### config.mk
export PLATFORM = sky130hd
export DESIGN_NAME = mem_rr_arbiter_flat
export DESIGN_NICKNAME = d
export VERILOG_FILES = /design/src/rtl/mem_rr_arbiter_if.sv /design/src/rtl/mem_rr_arbiter.sv /design/src/flat_wrapper.sv
export SDC_FILE = /design/constraint.sdc
export NUM_CORES = 1
export LEC_CHECK = 0
export ABC_CLOCK_PERIOD_IN_PS = 5000
export BUFFER_PORTS_ARGS = -buffer_cell sky130_fd_sc_hd__buf_2
export CORE_AREA = 2 2 159 161
export DETAILED_ROUTE_END_ITERATION = 7
export DIE_AREA = 0 0 161 163
export GPL_ROUTABILITY_DRIVEN = 0
export GPL_TIMING_DRIVEN = 0
export PLACE_DENSITY = 0.53
export RECOVER_POWER = 50
export SYNTH_ARGS = -nofsm -noshare
export SYNTH_HDL_FRONTEND = slang
export SYNTH_SLANG_ARGS = --single-unit
### constraint.sdc
create_clock -name clk -period 5 [get_ports clk]
set_input_delay 0.75 -clock clk [delete_from_list [all_inputs] [get_ports clk]]
set_output_delay 0.75 -clock clk [all_outputs]
set_load 0.01 [all_outputs]
### src/rtl/mem_rr_arbiter_if.sv
// Handshake bundle for mem_rr_arbiter: CNT master request/response ports
// plus the single in-order memory slave port.
// slave modport  : the arbiter's view of the bundle.
// master modport : the surrounding system (masters and memory) driving the arbiter.
interface mem_rr_arbiter_if #(
    parameter int CNT        = 4,
    parameter int REQ_WIDTH  = 64,
    parameter int RESP_WIDTH = 32
);
    // Master side
    logic [CNT-1:0]           m_req_valid;
    logic [CNT-1:0]           m_req_ready;
    logic [CNT*REQ_WIDTH-1:0] m_req_data;
    logic [CNT-1:0]           m_req_lock;
    logic [CNT-1:0]           m_resp_valid;
    logic [CNT-1:0]           m_resp_ready;
    logic [RESP_WIDTH-1:0]    m_resp_data;

    // Memory slave side
    logic                     s_req_valid;
    logic                     s_req_ready;
    logic [REQ_WIDTH-1:0]     s_req_data;
    logic                     s_resp_valid;
    logic                     s_resp_ready;
    logic [RESP_WIDTH-1:0]    s_resp_data;

    modport slave (
        input  m_req_valid, m_req_data, m_req_lock, m_resp_ready,
        input  s_req_ready, s_resp_valid, s_resp_data,
        output m_req_ready, m_resp_valid, m_resp_data,
        output s_req_valid, s_req_data, s_resp_ready
    );

    modport master (
        output m_req_valid, m_req_data, m_req_lock, m_resp_ready,
        output s_req_ready, s_resp_valid, s_resp_data,
        input  m_req_ready, m_resp_valid, m_resp_data,
        input  s_req_valid, s_req_data, s_resp_ready
    );
endinterface

### src/rtl/mem_rr_arbiter.sv
// Round-robin memory arbiter with burst locking.
// CNT masters share one in-order memory slave port. Grants rotate from the
// master after the last one served; a master may keep the grant across beats
// by asserting lock. The index of every accepted request is queued so that
// responses are routed back to their owner in order.
// Optional: define MEM_RR_ARB_PERF_EN to add saturating per-master grant
// counters (perf_grants) and a FIFO-full stall counter (perf_stall).
module mem_rr_arbiter #(
    parameter int CNT         = 4,
    parameter int QUEUE_DEPTH = 4,
    parameter int REQ_WIDTH   = 64,
    parameter int RESP_WIDTH  = 32
) (
    input  logic                 clk,
    input  logic                 rst,
    mem_rr_arbiter_if.slave      bus,
    output logic                 busy
`ifdef MEM_RR_ARB_PERF_EN
    ,
    output logic [CNT*16-1:0]    perf_grants,
    output logic [15:0]          perf_stall
`endif
);

    localparam int SEL_W = $clog2(CNT);
    localparam int PTR_W = (QUEUE_DEPTH > 1) ? $clog2(QUEUE_DEPTH) : 1;
    localparam int CNT_W = $clog2(QUEUE_DEPTH + 1);

    typedef enum logic {
        ST_IDLE   = 1'b0,
        ST_LOCKED = 1'b1
    } state_t;

    state_t           r_state;
    state_t           w_state_nxt;
    logic [SEL_W-1:0] r_rr_ptr;
    logic [SEL_W-1:0] w_rr_ptr_nxt;
    logic [SEL_W-1:0] r_owner;
    logic [SEL_W-1:0] w_owner_nxt;
    logic [SEL_W-1:0] w_sel;
    logic [SEL_W-1:0] w_cand;
    logic             w_eligible;

    logic [SEL_W-1:0] r_fifo [QUEUE_DEPTH];
    logic [PTR_W-1:0] r_wr_ptr;
    logic [PTR_W-1:0] r_rd_ptr;
    logic [CNT_W-1:0] r_count;
    logic             w_full;
    logic             w_empty;
    logic [SEL_W-1:0] w_head;

    logic             w_s_req_valid;
    logic             w_push;
    logic             w_pop;

    // Master index `k` steps after `base`, wrapping modulo CNT (CNT need not be a power of two).
    function automatic logic [SEL_W-1:0] rr_index(input logic [SEL_W-1:0] base, input int k);
        int sum;
        sum = int'(base) + k;
        if (sum >= CNT) sum = sum - CNT;
        return SEL_W'(sum);
    endfunction

    // Pointer advance with wrap at QUEUE_DEPTH.
    function automatic logic [PTR_W-1:0] ptr_inc(input logic [PTR_W-1:0] ptr);
        return (ptr == PTR_W'(QUEUE_DEPTH - 1)) ? '0 : ptr + 1'b1;
    endfunction

    assign w_full  = (r_count == CNT_W'(QUEUE_DEPTH));
    assign w_empty = (r_count == '0);
    assign w_head  = r_fifo[r_rd_ptr];

    // Select the granted master: the owner while locked, else first valid from rr_ptr.
    // NOTE: every variable written here gets a default first so no path leaves it unassigned and no latch is inferred.
    always_comb begin
        w_sel      = r_owner;
        w_cand     = '0;
        w_eligible = 1'b0;
        if (r_state == ST_LOCKED) begin
            w_eligible = bus.m_req_valid[r_owner];
        end else begin
            for (int k = 0; k < CNT; k++) begin
                w_cand = rr_index(r_rr_ptr, k);
                if (!w_eligible && bus.m_req_valid[w_cand]) begin
                    w_eligible = 1'b1;
                    w_sel      = w_cand;
                end
            end
        end
    end

    // Request valid is held low during reset and never looks at s_req_ready.
    assign w_s_req_valid   = rst && w_eligible && !w_full;
    assign w_push          = w_s_req_valid && bus.s_req_ready;
    assign bus.s_req_valid = w_s_req_valid;
    assign bus.s_req_data  = bus.m_req_data[w_sel*REQ_WIDTH +: REQ_WIDTH];

    // Only the granted master sees its beat accepted.
    always_comb begin
        bus.m_req_ready = '0;
        if (w_push) bus.m_req_ready[w_sel] = 1'b1;
    end

    // Response routing: the FIFO head names the master that owns the next response.
    assign bus.s_resp_ready = !w_empty && bus.m_resp_ready[w_head];
    assign w_pop            = bus.s_resp_valid && bus.s_resp_ready;
    assign bus.m_resp_data  = bus.s_resp_data;
    assign busy             = !w_empty;

    // Steer s_resp_valid to the head master only.
    always_comb begin
        bus.m_resp_valid = '0;
        if (bus.s_resp_valid && !w_empty) bus.m_resp_valid[w_head] = 1'b1;
    end

    // Arbiter next state: rotate past the served master; lock follows the beat's lock bit.
    always_comb begin
        w_state_nxt  = r_state;
        w_rr_ptr_nxt = r_rr_ptr;
        w_owner_nxt  = r_owner;
        if (w_push) begin
            w_rr_ptr_nxt = (w_sel == SEL_W'(CNT - 1)) ? '0 : w_sel + 1'b1;
            if (bus.m_req_lock[w_sel]) begin
                w_state_nxt = ST_LOCKED;
                w_owner_nxt = w_sel;
            end else begin
                w_state_nxt = ST_IDLE;
            end
        end
    end

    // Arbiter state registers.
    // NOTE: sequential state uses non-blocking assignments so all flops update together at the edge.
    always_ff @(posedge clk or negedge rst) begin
        if (!rst) begin
            r_state  <= ST_IDLE;
            r_rr_ptr <= '0;
            r_owner  <= '0;
        end else begin
            r_state  <= w_state_nxt;
            r_rr_ptr <= w_rr_ptr_nxt;
            r_owner  <= w_owner_nxt;
        end
    end

    // Index FIFO control: pointers and occupancy; a full FIFO never pushes, even on a pop cycle.
    always_ff @(posedge clk or negedge rst) begin
        if (!rst) begin
            r_wr_ptr <= '0;
            r_rd_ptr <= '0;
            r_count  <= '0;
        end else begin
            if (w_push) r_wr_ptr <= ptr_inc(r_wr_ptr);
            if (w_pop)  r_rd_ptr <= ptr_inc(r_rd_ptr);
            case ({w_push, w_pop})
                2'b10:   r_count <= r_count + 1'b1;
                2'b01:   r_count <= r_count - 1'b1;
                default: r_count <= r_count;
            endcase
        end
    end

    // Index FIFO storage.
    // NOTE: storage is not reset; r_count alone decides which entries are meaningful.
    always_ff @(posedge clk) begin
        if (w_push) r_fifo[r_wr_ptr] <= w_sel;
    end

`ifdef MEM_RR_ARB_PERF_EN
    logic [15:0] r_perf_grants [CNT];
    logic [15:0] r_perf_stall;

    // Saturating accepted-request counter per master.
    always_ff @(posedge clk or negedge rst) begin
        if (!rst) begin
            for (int i = 0; i < CNT; i++) r_perf_grants[i] <= '0;
        end else begin
            for (int i = 0; i < CNT; i++) begin
                if (w_push && (w_sel == SEL_W'(i)) && (r_perf_grants[i] != 16'hFFFF))
                    r_perf_grants[i] <= r_perf_grants[i] + 16'd1;
            end
        end
    end

    // Saturating count of cycles where a request was eligible but the FIFO was full.
    always_ff @(posedge clk or negedge rst) begin
        if (!rst) begin
            r_perf_stall <= '0;
        end else if (w_eligible && w_full && (r_perf_stall != 16'hFFFF)) begin
            r_perf_stall <= r_perf_stall + 16'd1;
        end
    end

    for (genvar g = 0; g < CNT; g++) begin : g_perf
        assign perf_grants[g*16 +: 16] = r_perf_grants[g];
    end
    assign perf_stall = r_perf_stall;
`endif

endmodule

### src/flat_wrapper.sv
// flat-port wrapper written by rule: the top's interface ports become plain ports
module mem_rr_arbiter_flat 
#(
    parameter int CNT         = 4,
    parameter int QUEUE_DEPTH = 4,
    parameter int REQ_WIDTH   = 64,
    parameter int RESP_WIDTH  = 32
)
  (clk, rst, busy, bus_m_req_valid, bus_m_req_data, bus_m_req_lock, bus_m_resp_ready, bus_s_req_ready, bus_s_resp_valid, bus_s_resp_data, bus_m_req_ready, bus_m_resp_valid, bus_m_resp_data, bus_s_req_valid, bus_s_req_data, bus_s_resp_ready);
  mem_rr_arbiter_if #(.CNT(CNT), .REQ_WIDTH(REQ_WIDTH), .RESP_WIDTH(RESP_WIDTH)) bus_i ();
  input  logic clk;
  input  logic rst;
  output logic busy;
  input wire logic [$bits(bus_i.m_req_valid)-1:0] bus_m_req_valid;
  input wire logic [$bits(bus_i.m_req_data)-1:0] bus_m_req_data;
  input wire logic [$bits(bus_i.m_req_lock)-1:0] bus_m_req_lock;
  input wire logic [$bits(bus_i.m_resp_ready)-1:0] bus_m_resp_ready;
  input wire logic [$bits(bus_i.s_req_ready)-1:0] bus_s_req_ready;
  input wire logic [$bits(bus_i.s_resp_valid)-1:0] bus_s_resp_valid;
  input wire logic [$bits(bus_i.s_resp_data)-1:0] bus_s_resp_data;
  output wire logic [$bits(bus_i.m_req_ready)-1:0] bus_m_req_ready;
  output wire logic [$bits(bus_i.m_resp_valid)-1:0] bus_m_resp_valid;
  output wire logic [$bits(bus_i.m_resp_data)-1:0] bus_m_resp_data;
  output wire logic [$bits(bus_i.s_req_valid)-1:0] bus_s_req_valid;
  output wire logic [$bits(bus_i.s_req_data)-1:0] bus_s_req_data;
  output wire logic [$bits(bus_i.s_resp_ready)-1:0] bus_s_resp_ready;
  assign bus_i.m_req_valid = bus_m_req_valid;
  assign bus_i.m_req_data = bus_m_req_data;
  assign bus_i.m_req_lock = bus_m_req_lock;
  assign bus_i.m_resp_ready = bus_m_resp_ready;
  assign bus_i.s_req_ready = bus_s_req_ready;
  assign bus_i.s_resp_valid = bus_s_resp_valid;
  assign bus_i.s_resp_data = bus_s_resp_data;
  assign bus_m_req_ready = bus_i.m_req_ready;
  assign bus_m_resp_valid = bus_i.m_resp_valid;
  assign bus_m_resp_data = bus_i.m_resp_data;
  assign bus_s_req_valid = bus_i.s_req_valid;
  assign bus_s_req_data = bus_i.s_req_data;
  assign bus_s_resp_ready = bus_i.s_resp_ready;
  mem_rr_arbiter #(.CNT(CNT), .QUEUE_DEPTH(QUEUE_DEPTH), .REQ_WIDTH(REQ_WIDTH), .RESP_WIDTH(RESP_WIDTH)) u_core (.clk(clk), .rst(rst), .bus(bus_i), .busy(busy));
endmodule
Word-level counts from Yosys, hierarchy flattened
Memories as Yosys holds them, arrays and structs flattened.
Cells that the tools add are included.

operators by class
  add/subtract/negate cells = 12
  order comparisons = 13
  eq/ne operators = 6
  shift-type cells = 1
  muxes and demuxes = 48
  reduce and logical (&&, ||, !) cells = 19

operators by type and width
  kind                 count
  $shiftx 256x9->64    1
  $mux 2               16
  $lt 2x3->1 const B   7
  $mux 1               20
  $bmux 1 s2           7
  $logic_and 1x1->1    11
  $ge 3x3->1 const B   3
  $eq 2x2->1 const B   4
  $mux 4               2
  $sub 2x1->2 const B  4
  $add 2x1->2 const B  3
  $add 2x2->3 const B  2
  $pmux 3 s2           1
  $logic_not 1->1      5
  $demux 1 s2          2
  $ge 2x1->1 const B   2
  $add 2x1->3 const B  1
  $add 3x1->3 const B  1
  $eq 3x3->1 const B   1
  $ge 2x3->1 const B   1
  $logic_not 3->1      1
  $sub 3x1->3 const B  1
  $eq 2x1->1 const B   1
  $reduce_and 2->1     1
  $reduce_bool 2->1    1

word-level totals
  bits in registers = 12
  memory bits (writable) = 8
  output and inout port bits = 107
  memories kept = 1

memory list
  memory         words  width  read ports  clocked after memory_dff  write ports  line                  RTL
  u_core.r_fifo  4      2      1           0                         1            mem_rr_arbiter.sv:44  logic [SEL_W-1:0] r_fifo [QUEUE_DEPTH];

Logic depth before layout (Yosys ltp)
Gate-level depths: netlist of the first run.

  depth in word-level cells = 24
  depth in mapped cells = 12

Worst setup path before layout of the first run
No wires, ideal clock.

  kind = in2out
  from = in bus_m_req_valid[1]
  to = out bus_m_req_ready[3]
  arrival time = 2.545 ns
  required time = 4.250 ns
  path slack = 1.705 ns
  cell stages on the path = 9
  path buffers = 3
  cells stage by stage = or2_0 > or3_1 > and3_1 > a222oi_1 > buf_4 > buf_8 > buf_6 > ha_1 > and2_1

on the way
  word-level cells in the longest chain between the ends = 21
  elaborated cells between the ends (all ways) = 38
  those cells by class = 2 x order compare; 26 x mux; 10 x reduce/logical

ends and longest elaborated chain
  item                                                            line                   RTL
  start: declaration                                              flat_wrapper.sv:14     input wire logic [$bits(bus_i.m_req_valid)-1:0] bus_m_req_valid;
  $bmux 1 s2                                                      mem_rr_arbiter.sv:84   if (!w_eligible && bus.m_req_valid[w_cand]) begin
  $mux 1 (not written as such)                                    mem_rr_arbiter.sv:84
  $mux 1                                                          mem_rr_arbiter.sv:84
  $mux 1                                                          mem_rr_arbiter.sv:79   if (r_state == ST_LOCKED) begin
  $logic_not 1->1                                                 mem_rr_arbiter.sv:84
  $logic_and 1x1->1                                               mem_rr_arbiter.sv:84
  $mux 1                                                          mem_rr_arbiter.sv:84
  $mux 1                                                          mem_rr_arbiter.sv:79
  [... 6 more ...]                                                n/a
  $mux 2 (*)                                                      mem_rr_arbiter.sv:84
  $mux 2 (*)                                                      mem_rr_arbiter.sv:79
  via u_core.w_sel[0]                                             mem_rr_arbiter.sv:40   logic [SEL_W-1:0] w_sel;
  $lt 2x3->1 (not written as such) or $ge 2x1->1 (tied branches)  mem_rr_arbiter.sv:101  if (w_push) bus.m_req_ready[w_sel] = 1'b1;
  $logic_and 1x1->1 (not written as such)                         mem_rr_arbiter.sv:101
  $mux 1 (not written as such)                                    mem_rr_arbiter.sv:101
  $demux 1 s2 (*)                                                 n/a
  $mux 4 (*)                                                      mem_rr_arbiter.sv:101
  end: declaration                                                flat_wrapper.sv:21     output wire logic [$bits(bus_i.m_req_ready)-1:0] bus_m_req_ready;

Mark *: on every way through the listed nets, which the timed path passes. The rest lies on a longest branch. The select of a mux whose other input is x is not followed.

Final worst setup path of the first run
Same ends and word-level chain as after synthesis.

==> results of run 1 <==
[worst max path at each step]
stage	start	to	slack, ns	cells past startpoint
after floorplan	bus_m_req_valid[1]	bus_m_req_ready[3]	1.71	9
after global placement	bus_m_req_valid[0]	bus_s_req_data[33]	0.99	13
after detailed placement	bus_m_req_valid[0]	bus_s_req_data[33]	1.00	13
after CTS	bus_m_req_valid[0]	bus_s_req_data[33]	0.99	13
after global routing	bus_m_req_valid[1]	bus_m_req_ready[3]	0.46	12
final	bus_m_req_valid[1]	bus_m_req_ready[3]	0.80	12
[synthesized netlist by cell type (all sizes together) (3+ instances only)]
library cell  count
nand3             4
edfxtp            8
nand2            14
nor2             14
inv              14
clkbuf            5
mux2i           195
nor2b             3
and2             10
nor4              3
mux4              4
ha               10
o21ai             7
buf              58
dfrtp            12
a21oi             3
[power groups by stage]
stage	Clock (W)	Combinational, W	Sequential, W
after detailed placement	0	0.00341	0.000296
after global placement	0	0.00338	0.000296
after CTS	0.000202	0.00343	0.000294
after floorplan	0	0.00223	0.000282
after global routing	0.000211	0.00359	0.000302
final	0.000197	0.00334	0.000294
[per-layer routing]
metal  part of all wire  up-vias
met5             0.0012        -
met1               0.43     1969
met2               0.49      194
met4              0.013        4
li1                   -     2204
met3              0.065       18
[logic make-up after synthesis]
logic type               after synthesis  share of synthesized area
multiplexers                         200                      0.527
buffers and inverters                 77                      0.139
AND/OR/NAND/NOR                       62                     0.0923
AO/OA/AOI/OAI                         29                     0.0593
flip-flops                            20                      0.138
adder cells (fa/ha/maj)               11                     0.0372
XOR/XNOR                               3                    0.00673
[worst reg2reg max path, stage by stage, from the launching register on]
cell     delay (ns)
dfrtp_1        0.42
mux4_2         0.35
nor2b_1        0.06
nor4_1         0.99
inv_1          0.37
ha_1           0.33
inv_1          0.07
fa_1           0.17
xor2_1         0.15
nor2_1         0.06
xnor2_1        0.12
[flip-flops by register name (all words and copies together), names as in the netlist]
name	count
u_core.r_owner	2
u_core.r_count	3
u_core.r_rd_ptr	2
u_core.r_fifo	8
u_core.r_wr_ptr	2
u_core.r_state	1
u_core.r_rr_ptr	2
[cell type report]
cell class / count / area (um2)
fillers: 2803 / 18400
multi-input cells: 305 / 2800
repair buffers: 377 / 1840
flip-flops and latches: 20 / 541
plain buffers: 63 / 488
well taps: 330 / 413
clock buffers: 4 / 100
inverters: 14 / 52.6
diodes: 1 / 2.50
[metrics by stage]
step,worst slack [ns],instance area [um2]
2_1_floorplan,1.71,3910
3_3_place_gp,0.993,6200
3_5_place_dp,1.00,6200
4_1_cts,0.993,6300
5_1_grt,0.465,6230
6_report,0.804,6230
==> impl_metrics.ini, run 1 <==
[timing]
worst_pin_slew_ns = 1.24
skew_ns = 0.00558
rsz0062_at_grt = no
max-slew-margin-rel = 0.165
fin_setup_tns_ns = 0
maxSlewViolCount = 0
period_needed_ns = 4.20
finalHoldViolCount = 0
fin_crit_sh = 0.839
finalSetupViolations = 0
fmax_mhz = 238
whs_ns = 0.511

[clock_tree]
root_buffer = clkbuf_16
clock_latency_ns = 0.25
numClockSinks = 20
ctsResizeCount = 0
clockBufferDepth = 2
tritoncts = built
post_cts_buffers = 0
htree_levels = 1
numCtsBuffers = 3
clk_pin_slew_ns = 0.06
cts_hold_buf = 0

[critical_path]
cp_slowest_stage_delay_ns = 0.46
ff2ff_setup_slack_ns = 1.79
critPathTopFamily = buffers and inverters
critPathLaunchType = input pin
crit_top_cell = clkbuf_1
cp_max_fo = 15
crit_type = in -> out
r2r-end = u_core.r_count[2]
worst_setup_path_end_kind = output port
r2r_cells = 10
crit_chain = clkbuf_1 -> buf_4 -> and4bb_1 -> o21ai_0 -> nand4_1 -> a222oi_1 -> clkbuf_1 -> buf_8 -> buf_6 -> ha_1 -> and2_1 -> buf_2
critPathSlowestCell = clkbuf_1
required_ns = 4.25
critPathArrivalTime_ns = 3.45
cp_num_buf_inv = 6
reg2reg_from = u_core.r_owner[0]

[yosys]
syn_area_per_cell_um2 = 9.71
synth_nets = 717
ys_top_cells_by_area = mux2i_1, dfrtp_1, buf_4
synth_edf_count = 8
yosysSeqAreaShare = 0.138
synth_top_area_frac = 0.500
yosysWarnings = 0
synth_seq_cells = 20
synth-main-ff-cell = dfrtp_1
synth_cells = 402
syn_area_um2 = 3900
synth_async_sr_flop_share = 0.600
yosys.area.top_type = mux2i_1
ys_types = 54

[global_routing]
grt_use_met3 = 0.0237
grt_max_degree = 16
grt_util_met1 = 0.168
grt_pass1_wl_um = 26100
track_usage = 0.128
grt_antenna_before_repair = 2
overflow = 0
grt_pass1_vias = 4342
grt-busiest-layer = met2
grtUsageMet2 = 0.223

[power_and_ir_drop]
vdd_ir_drop_max_mv = 0.209
p_total_w = 0.00383
swShare = 0.510
power_switching_w = 0.00195
p_leak_nw = 3.76
power.internal_w = 0.00188
pwr-share-comb = 0.872
p_per_area_nw_per_um2 = 615
seq_power_share = 0.077
power_frac_clock = 0.052

[floorplan]
fp.dieH_um = 163
die_w_um = 161
initial_core_util = 0.158
rows = 58
dieArea_um2 = 26200
coreArea_um2 = 24700
num_io_pins = 411

[routing]
vias = 4389
first_pass_iters = 4
via_per_inst = 3.94
wire_per_inst_um = 16.4
ant_nets = 0
remaining_drc_errors = 0
postRouteWirelength_um = 18300
drtIter0Drc = 180

[placed_design]
dpl.hpwl_um = 15700
placed_cells = 1109
portBuffers = 377

[final_layout]
final_util = 0.253
final_common_cell = buf_2
final_cell_mix = buf_2, mux2i_1, clkbuf_1
layoutNonFillerInstCount = 1114
drive_gt1_frac = 0.527
area_growth_pct = 59.7
fin_nets = 1099

[worst_hold_path]
min_path_type = in -> async

[run]
cap_violations = 0

[outcome]
status = completed
No activity file was read; power rests on OpenSTA's default activity.
==> inputs of run 2 (changes only) <==
Settings changed: ABC_CLOCK_PERIOD_IN_PS 5000 to 4100, CORE_AREA 2 2 159 161 to 2 2 161 163, DIE_AREA 0 0 161 163 to 0 0 163 165, PLACE_DENSITY 0.53 to 0.52.
Clock period 5 ns to 4.1 ns, I/O delays scaled along.
==> run 2 against run 1 <==
Against the previous run: utilization decreased by 0.42 points; worst hold slack got worse by 0.12 ns; final cell count unchanged; via count is 0.30% higher; power increased by 19%; clock-buffer cell count fell by 1; first-iteration DRC count is 3.3% higher; combinational power rose by 20%; worst setup slack lost 0.48 ns; largest power group unchanged.
==> impl_metrics.ini, run 2 (synthesis gave the netlist of run 1 again) <==
[outcome]
status = completed

[floorplan]
dieArea_um2 = 26900
fp.dieH_um = 165
num_io_pins = 411
coreArea_um2 = 25000
initial_core_util = 0.156
rows = 58
die_w_um = 163

[critical_path]
r2r_cells = 11
crit_type = in -> out
critPathLaunchType = input pin
required_ns = 3.48
cp_max_fo = 10
worst_setup_path_end_kind = output port
critPathArrivalTime_ns = 3.17

[clock_tree]
post_cts_buffers = 0
htree_levels = 1
clk_pin_slew_ns = 0.05
numCtsBuffers = 3
tritoncts = built
root_buffer = clkbuf_16
cts_hold_buf = 0
ctsResizeCount = 0
numClockSinks = 20
clock_latency_ns = 0.25
clockBufferDepth = 2

[timing]
finalHoldViolCount = 0
max-slew-margin-rel = 0.513
maxSlewViolCount = 0
finalSetupViolations = 0
worst_pin_slew_ns = 0.731
skew_ns = 0.00175
period_needed_ns = 3.78
rsz0062_at_grt = no
fin_crit_sh = 0.922
fin_setup_tns_ns = 0
fmax_mhz = 265

[placed_design]
portBuffers = 377
dpl_cell_area_um2 = 6200
dpl.hpwl_um = 15700

[final_layout]
largest_reg_flops = 8
reg.largest.list = u_core.r_fifo x8, u_core.r_count x3
fill_cells = 2793
area_growth_pct = 59.3
fin_nets = 1099
final_cell_mix = buf_2, mux2i_1, clkbuf_1
drive_gt1_frac = 0.526
final_util = 0.249
final_area_um2 = 6220
final_common_cell = buf_2
top_register = u_core.r_fifo

[routing]
vias = 4402
first_pass_iters = 6
wire_per_inst_um = 16.1
remaining_drc_errors = 0
ant_nets = 0
via_per_inst = 3.95
drtIter0Drc = 186
postRouteWirelength_um = 17900

[global_routing]
grt_pass1_wl_um = 24700
grt_pass1_vias = 4208
grt_antenna_before_repair = 4
overflow = 0
grt_max_degree = 16
track_usage = 0.120

[power_and_ir_drop]
p_leak_nw = 3.75
vdd_ir_drop_max_mv = 0.236
p_per_area_nw_per_um2 = 735

[worst_hold_path]
min_path_type = in -> async

[run]
cap_violations = 0
[run 2: path summary, 6_finish.rpt]
path / endpoint / from / slack, ns
worst max-delay path: bus_s_req_data[57] / bus_m_req_valid[1] / 0.32
worst min-delay path: u_core.r_count[2] / rst / 0.40
worst max register to register: u_core.r_rr_ptr[1] / u_core.r_rr_ptr[1] / 1.15
worst min register to register: u_core.r_count[0] / u_core.r_count[0] / 0.51
max in group asynchronous: u_core.r_state / rst / 3.25
min in group clk: u_core.r_count[0] / u_core.r_count[0] / 0.51
[run 2: worst max-delay path: stages]
cell	delay, ns
buf_2	0.12
or2_0	0.23
or3_1	0.39
and3_1	0.18
a222oi_1	0.29
clkbuf_1	0.43
buf_8	0.26
buf_6	0.19
mux2i_1	0.27
buf_2	0.18
[run 2: per-layer routing]
layer  vias to the layer above  global-route usage  routed length, um
met4                         6              0.0157                172
met2                       202               0.214               9040
li1                       2203                   -                  -
met3                        18              0.0158               1100
met1                      1973               0.158               7570
met5                         -                   0                 38
[run 2: report_power, final]
| group | switching [W] | internal, W |
|---|---|---|
| sequential | 0.0000600 | 0.000296 |
| combinational | 0.00219 | 0.00182 |
| clock | 0.0000701 | 0.000130 |
[run 2: cell type report]
| cell class | count | area, um2 | share of cell area |
|---|---|---|---|
| clock inverters | 1 | 3.75 | 0.000603 |
| flip-flops and latches | 20 | 541 | 0.0869 |
| diodes | 1 | 2.50 | 0.000402 |
| multi-input cells | 305 | 2810 | 0.451 |
| well taps | 330 | 413 | 0.0664 |
| inverters | 14 | 52.6 | 0.00845 |
| plain buffers | 63 | 488 | 0.0784 |
| repair buffers | 377 | 1840 | 0.295 |
| clock buffers | 3 | 75.1 | 0.0121 |
[run 2: per-stage QoR]
step,std cells,hold WS (ns),worst slack [ns],power (W)
floorplan,402,0.319,1.08,0.00307
global placement,1109,0.493,0.221,0.00443
detailed placement,1109,0.502,0.192,0.00447
CTS,1113,0.258,0.193,0.00469
global route,1114,0.467,0.0531,0.00492
finish,1114,0.396,0.319,0.00457
